### src/rtl/bcd_timer_pkg.sv
// Shared definitions for the two-digit BCD countdown timer: controller states,
// BCD digit limit, prescaler width and the load-time digit clamp.
package bcd_timer_pkg;

  localparam logic [3:0]  BCD_MAX = 4'd9;
  localparam int unsigned PRESC_W = 8;

  typedef enum logic [1:0] {
    ST_IDLE    = 2'd0,
    ST_RUN     = 2'd1,
    ST_PAUSE   = 2'd2,
    ST_EXPIRED = 2'd3
  } timer_state_e;

  // Out-of-range nibbles (A..F) are shown as the largest legal digit.
  function automatic logic [3:0] bcd_clamp(input logic [3:0] d);
    if (d > BCD_MAX) begin
      return BCD_MAX;
    end else begin
      return d;
    end
  endfunction

endpackage

### src/rtl/bcd_digit_down.sv
// One BCD decade that loads a clamped digit and counts down with borrow.
// borrow_out flags that this decade is wrapping 0 -> 9 on the current enable.
module bcd_digit_down
  import bcd_timer_pkg::*;
(
  input  logic       clk,
  input  logic       reset,
  input  logic       load,
  input  logic [3:0] din,
  input  logic       dec_en,
  output logic [3:0] q,
  output logic       borrow_out
);

  logic [3:0] q_q;
  logic [3:0] q_d;

  // Next digit value: load wins over decrement.
  always_comb begin
    q_d = q_q;
    if (load) begin
      q_d = bcd_clamp(din);
    end else if (dec_en) begin
      q_d = (q_q == 4'd0) ? BCD_MAX : (q_q - 4'd1);
    end else begin
      q_d = q_q;
    end
  end

  // Digit register.
  always_ff @(posedge clk or posedge reset) begin
    if (reset) begin
      q_q <= 4'd0;
    end else begin
      q_q <= q_d;
    end
  end

  assign q          = q_q;
  assign borrow_out = dec_en & (q_q == 4'd0);

endmodule

### src/rtl/bcd_countdown_timer.sv
// Two-digit BCD countdown timer with load/start/pause control, a TICK_DIV
// prescaler and a one-cycle done pulse when the count reaches 00.
module bcd_countdown_timer
  import bcd_timer_pkg::*;
#(
  parameter int unsigned TICK_DIV = 10
) (
  input  logic       clk,
  input  logic       reset,
  input  logic       load,
  input  logic [7:0] load_val,
  input  logic       start,
  input  logic       pause,
  output logic [3:0] tens,
  output logic [3:0] ones,
  output logic       running,
  output logic       done
);

  localparam logic [PRESC_W-1:0] TICK_LAST = PRESC_W'(TICK_DIV - 32'd1);

  timer_state_e       state_q;
  logic [PRESC_W-1:0] presc_q;
  logic               running_q;
  logic               done_q;

  logic [3:0] tens_s;
  logic [3:0] ones_s;
  logic       ones_borrow_s;
  logic       tens_borrow_s;
  logic       tick_s;
  logic       ones_dec_s;
  logic       count_zero_s;
  logic       count_one_s;

  assign count_zero_s = (tens_s == 4'd0) && (ones_s == 4'd0);
  assign count_one_s  = (tens_s == 4'd0) && (ones_s == 4'd1);
  assign ones_dec_s   = tick_s & ~count_zero_s;

  // A countdown step happens only on an undisturbed RUN cycle where the prescaler wraps.
  always_comb begin
    tick_s = 1'b0;
    if ((state_q == ST_RUN) && !load && !pause && (presc_q == TICK_LAST)) begin
      tick_s = 1'b1;
    end else begin
      tick_s = 1'b0;
    end
  end

  bcd_digit_down u_ones (
    .clk        (clk),
    .reset      (reset),
    .load       (load),
    .din        (load_val[3:0]),
    .dec_en     (ones_dec_s),
    .q          (ones_s),
    .borrow_out (ones_borrow_s)
  );

  bcd_digit_down u_tens (
    .clk        (clk),
    .reset      (reset),
    .load       (load),
    .din        (load_val[7:4]),
    .dec_en     (ones_borrow_s),
    .q          (tens_s),
    .borrow_out (tens_borrow_s)
  );

  // Controller: state, prescaler and the registered running/done outputs.
  always_ff @(posedge clk or posedge reset) begin
    if (reset) begin
      state_q   <= ST_IDLE;
      presc_q   <= '0;
      running_q <= 1'b0;
      done_q    <= 1'b0;
    end else begin
      done_q <= 1'b0;
      if (load) begin
        state_q   <= ST_IDLE;
        presc_q   <= '0;
        running_q <= 1'b0;
      end else begin
        case (state_q)
          ST_IDLE: begin
            if (start) begin
              if (count_zero_s) begin
                state_q <= ST_EXPIRED;
                done_q  <= 1'b1;
              end else begin
                state_q   <= ST_RUN;
                presc_q   <= '0;
                running_q <= 1'b1;
              end
            end
          end
          ST_RUN: begin
            if (pause) begin
              state_q   <= ST_PAUSE;
              running_q <= 1'b0;
            end else if (presc_q == TICK_LAST) begin
              presc_q <= '0;
              // A tens borrow here would be an underflow; expire rather than wrap.
              if (count_one_s || tens_borrow_s) begin
                state_q   <= ST_EXPIRED;
                running_q <= 1'b0;
                done_q    <= 1'b1;
              end
            end else begin
              presc_q <= presc_q + 8'd1;
            end
          end
          ST_PAUSE: begin
            if (start && !pause) begin
              state_q   <= ST_RUN;
              running_q <= 1'b1;
            end
          end
          ST_EXPIRED: begin
            running_q <= 1'b0;
          end
          default: begin
            state_q   <= ST_IDLE;
            presc_q   <= '0;
            running_q <= 1'b0;
          end
        endcase
      end
    end
  end

  assign tens    = tens_s;
  assign ones    = ones_s;
  assign running = running_q;
  assign done    = done_q;

endmodule

### config.mk
export PLATFORM = sky130hd
export DESIGN_NAME = bcd_countdown_timer
export DESIGN_NICKNAME = d
export VERILOG_FILES = /design/src/rtl/bcd_timer_pkg.sv /design/src/rtl/bcd_digit_down.sv /design/src/rtl/bcd_countdown_timer.sv
export SDC_FILE = /design/constraint.sdc
export NUM_CORES = 1
export LEC_CHECK = 0
export ABC_AREA = 1
export BUFFER_PORTS_ARGS = -buffer_cell sky130_fd_sc_hd__buf_4
export CAP_MARGIN = 20
export CORE_MARGIN = 3
export CORE_UTILIZATION = 40
export DETAILED_ROUTE_END_ITERATION = 8
export HOLD_SLACK_MARGIN = 0.03
export PLACE_DENSITY_LB_ADDON = 0.08
export SYNTH_ARGS = -nofsm -noshare
export SYNTH_HDL_FRONTEND = slang
export SYNTH_SLANG_ARGS = --single-unit
### constraint.sdc
create_clock -name clk -period 1.6 [get_ports clk]
set_input_delay 0.16 -clock clk [delete_from_list [all_inputs] [get_ports clk]]
set_output_delay 0.16 -clock clk [all_outputs]
set_load 0.1 [all_outputs]
==> impl_metrics.toml <==
[pwr]
vdd_drop_max_uv = 709
leakage_uw = 0.000989
power.total_uw = 2490
p_per_area_mw_per_mm2 = 1260

[floorplan]
rows = 22
dieArea_sq_mm = 0.00471
io_pins = 23
die_w_um = 68.6
core_area_sq_mm = 0.00372
die_h_um = 68.6
start_util_pct = 42.2

[synthesis]
ys_types = 27
ys_seq_elements = 20
synth_edf_count = 0
netlist_instances = 228
synthesis.nets = 246
syn_avg_cell_area_sq_um = 6.88
ys.flop_type = "dfrtp_1"
async_reset_ff_share_pct = 100
synth_area_sq_mm = 0.00157
yosys_warnings = 0
seq_area_frac_synth_pct = 31.9

[clock_network]
clock_path_buffers = 2
htree_levels = 1
clock_latency_ps = 260
clk_pin_slew_worst_paths_ps = 80
cts.sinks = 20
cts_buffers = 3
cts_root_buf = "clkbuf_8"
cts_tree = "built"

[place]
place.port_buffers = 22
place.gp.congestion = 0.917
dp_hpwl_mm = 2.63

[drt]
vias = 1487
drt-initial-drc-count = 63
wl_mm = 3.48
antenna_left = 0
drtPass1Iterations = 4
route.detailed.wl_per_inst_um = 11.2
via_per_inst = 4.78
drc = 0

[finish]
area_growth_syn_to_layout_pct = 25.9
layout-drive-gt1-share_pct = 31.2
nets = 282
antennaDiodeCount = 0

[timing]
max_freq_mhz = 666
timing.hold.ws_ps = 189
min_period_ps = 1500
hold_viol_final = 0
maxSlewViolCount = 0
fin_worst_skew_ps = 1.73
rsz0062_at_grt = "yes"
slew_headroom_pct = 81.9
finalSetupViolations = 0
tightestPinTransition_ps = 271
min_period_over_period_pct = 93.9

[global_route]
grt.overflow.total = 0
antenna_found_initial = 0
grt_pass1_vias = 1378
grt_pass1_wl_mm = 6.00
grt.total_usage_pct = 16.6
grt_start_max_net_pins = 21

[outcome]
status = "finished, final reports clean"

[min_path]
hold_class = "in -> reg"

[critical_path]
arrival_ps = 1660
cp.required_ps = 1760
crit_path_end_kind = "flop"
cp_max_fo = 10
crit_type = "reg -> reg"
reg2reg_slack_ps = 100
crit_path_start_kind = "flop"

[job]
max-cap-violations = 0
[cell usage after synthesis, types with 2 or more instances]
| master | instances | area share (%) |
|---|---|---|
| a21oi_1 | 6 | 1.9 |
| buf_2 | 3 | 0.96 |
| buf_4 | 2 | 0.96 |
| clkinv_1 | 2 | 0.48 |
| dfrtp_1 | 20 | 32 |
| ha_1 | 5 | 4.0 |
| inv_1 | 23 | 5.5 |
| inv_2 | 2 | 0.48 |
| nand2_1 | 64 | 15 |
| nand2_2 | 13 | 5.2 |
| nand3_1 | 25 | 8.0 |
| nand3_2 | 2 | 1.3 |
| nand4_1 | 6 | 2.4 |
| nor2_1 | 25 | 6.0 |
| nor2_4 | 4 | 2.9 |
| o21ai_0 | 7 | 2.2 |
| o21ai_2 | 6 | 3.4 |
| o21bai_1 | 2 | 0.96 |
| or2_1 | 2 | 0.80 |
| xor2_1 | 2 | 1.1 |
[logic make-up after synthesis]
family	Yosys count	synth area share [%]
AOI/OAI and AO/OA	23	9.34
buffers and inverters	34	9.90
DFF	20	31.9
and+or+nand+nor	144	43.7
xor gates and xnor gates	2	1.12
adders and majority gates	5	3.99
[layout by cell type, fill, tap and decap left out, types with 3 or more instances in the layout]
cell / instances
a21oi_1: 6
dfrtp_1: 12
nand3_1: 25
nand2_1: 64
nand4_1: 6
dfrtp_2: 8
buf_4: 36
o21ai_2: 6
nor2_1: 24
clkbuf_8: 3
inv_1: 23
ha_1: 3
o21ai_0: 7
nand2_2: 13
nor2_4: 4
[metrics by stage]
stage / utilization [%] / TNS [ps] / setup WS [ps] / instances / instance area, sq um
5_1_grt: 53.1 / -65.3 / -16.4 / 311 / 1970
2_1_floorplan: - / 0 / 63.2 / 228 / 1580
3_5_place_dp: 49.5 / -10.6 / -6.37 / 303 / 1840
6_report: 53.1 / 0 / 98.4 / 311 / 1970
3_3_place_gp: 49.5 / -17.2 / -11.2 / 303 / 1840
4_1_cts: 52.4 / 0 / 51.4 / 310 / 1950
[critical path: stages (launching register included)]
cell and delay, ps:
dfrtp_1 380, inv_1 110, ha_2 230, nor2_1 60
nand2_1 90, nand3_1 90, inv_1 100, nand2_4 80
buf_12 150, nand2_2 50, o21ai_2 50
[what timing repair did]
item | CTS | global route
pin swaps | 1 | 0
resized for setup | 0 | 4
hold buffers | 1 | 0
setup endpoints to repair | 2 | 19
buffers inserted | 2 | 1
hold endpoints to repair | 20 | 0
[registers in the layout, indices dropped and copies added, names as in the netlist]
register	count
u_ones.q	4
done	1
running	1
state_q	2
u_tens.q	4
presc_q	8
[power breakdown]
part | internal, uW | switching, uW
logic | 436 | 867
clock network | 334 | 179
registers | 589 | 80.0
[path summary, 6_finish.rpt]
| check | startpoint | to | cells past startpoint |
|---|---|---|---|
| max in group asynchronous | reset | u_ones.q[0] | 4 |
| max | state_q[1] | presc_q[4] | 10 |
| min | start | done | 3 |
| min reg2reg | running | running | 2 |
| min in group asynchronous | reset | presc_q[7] | 4 |
| max reg2reg | state_q[1] | presc_q[4] | 10 |
[routing by layer]
layer	vias to the layer above	GRT usage (%)	routed length (um)
met3	4	3.40	143
met4	0	2.48	23
li1	801	-	-
met1	654	22.4	1680
met5	-	0	0
met2	28	27.8	1640
[cell type report]
cell class	instances	area, sq um
clock buffer	3	41.3
timing repair buffer	38	300
fill	362	1740
sequential	20	510
clock inverter	1	30.0
inverter	27	101
multi-input combinational	174	930
tap	48	60.1
Power figures use the tool's default switching activity.
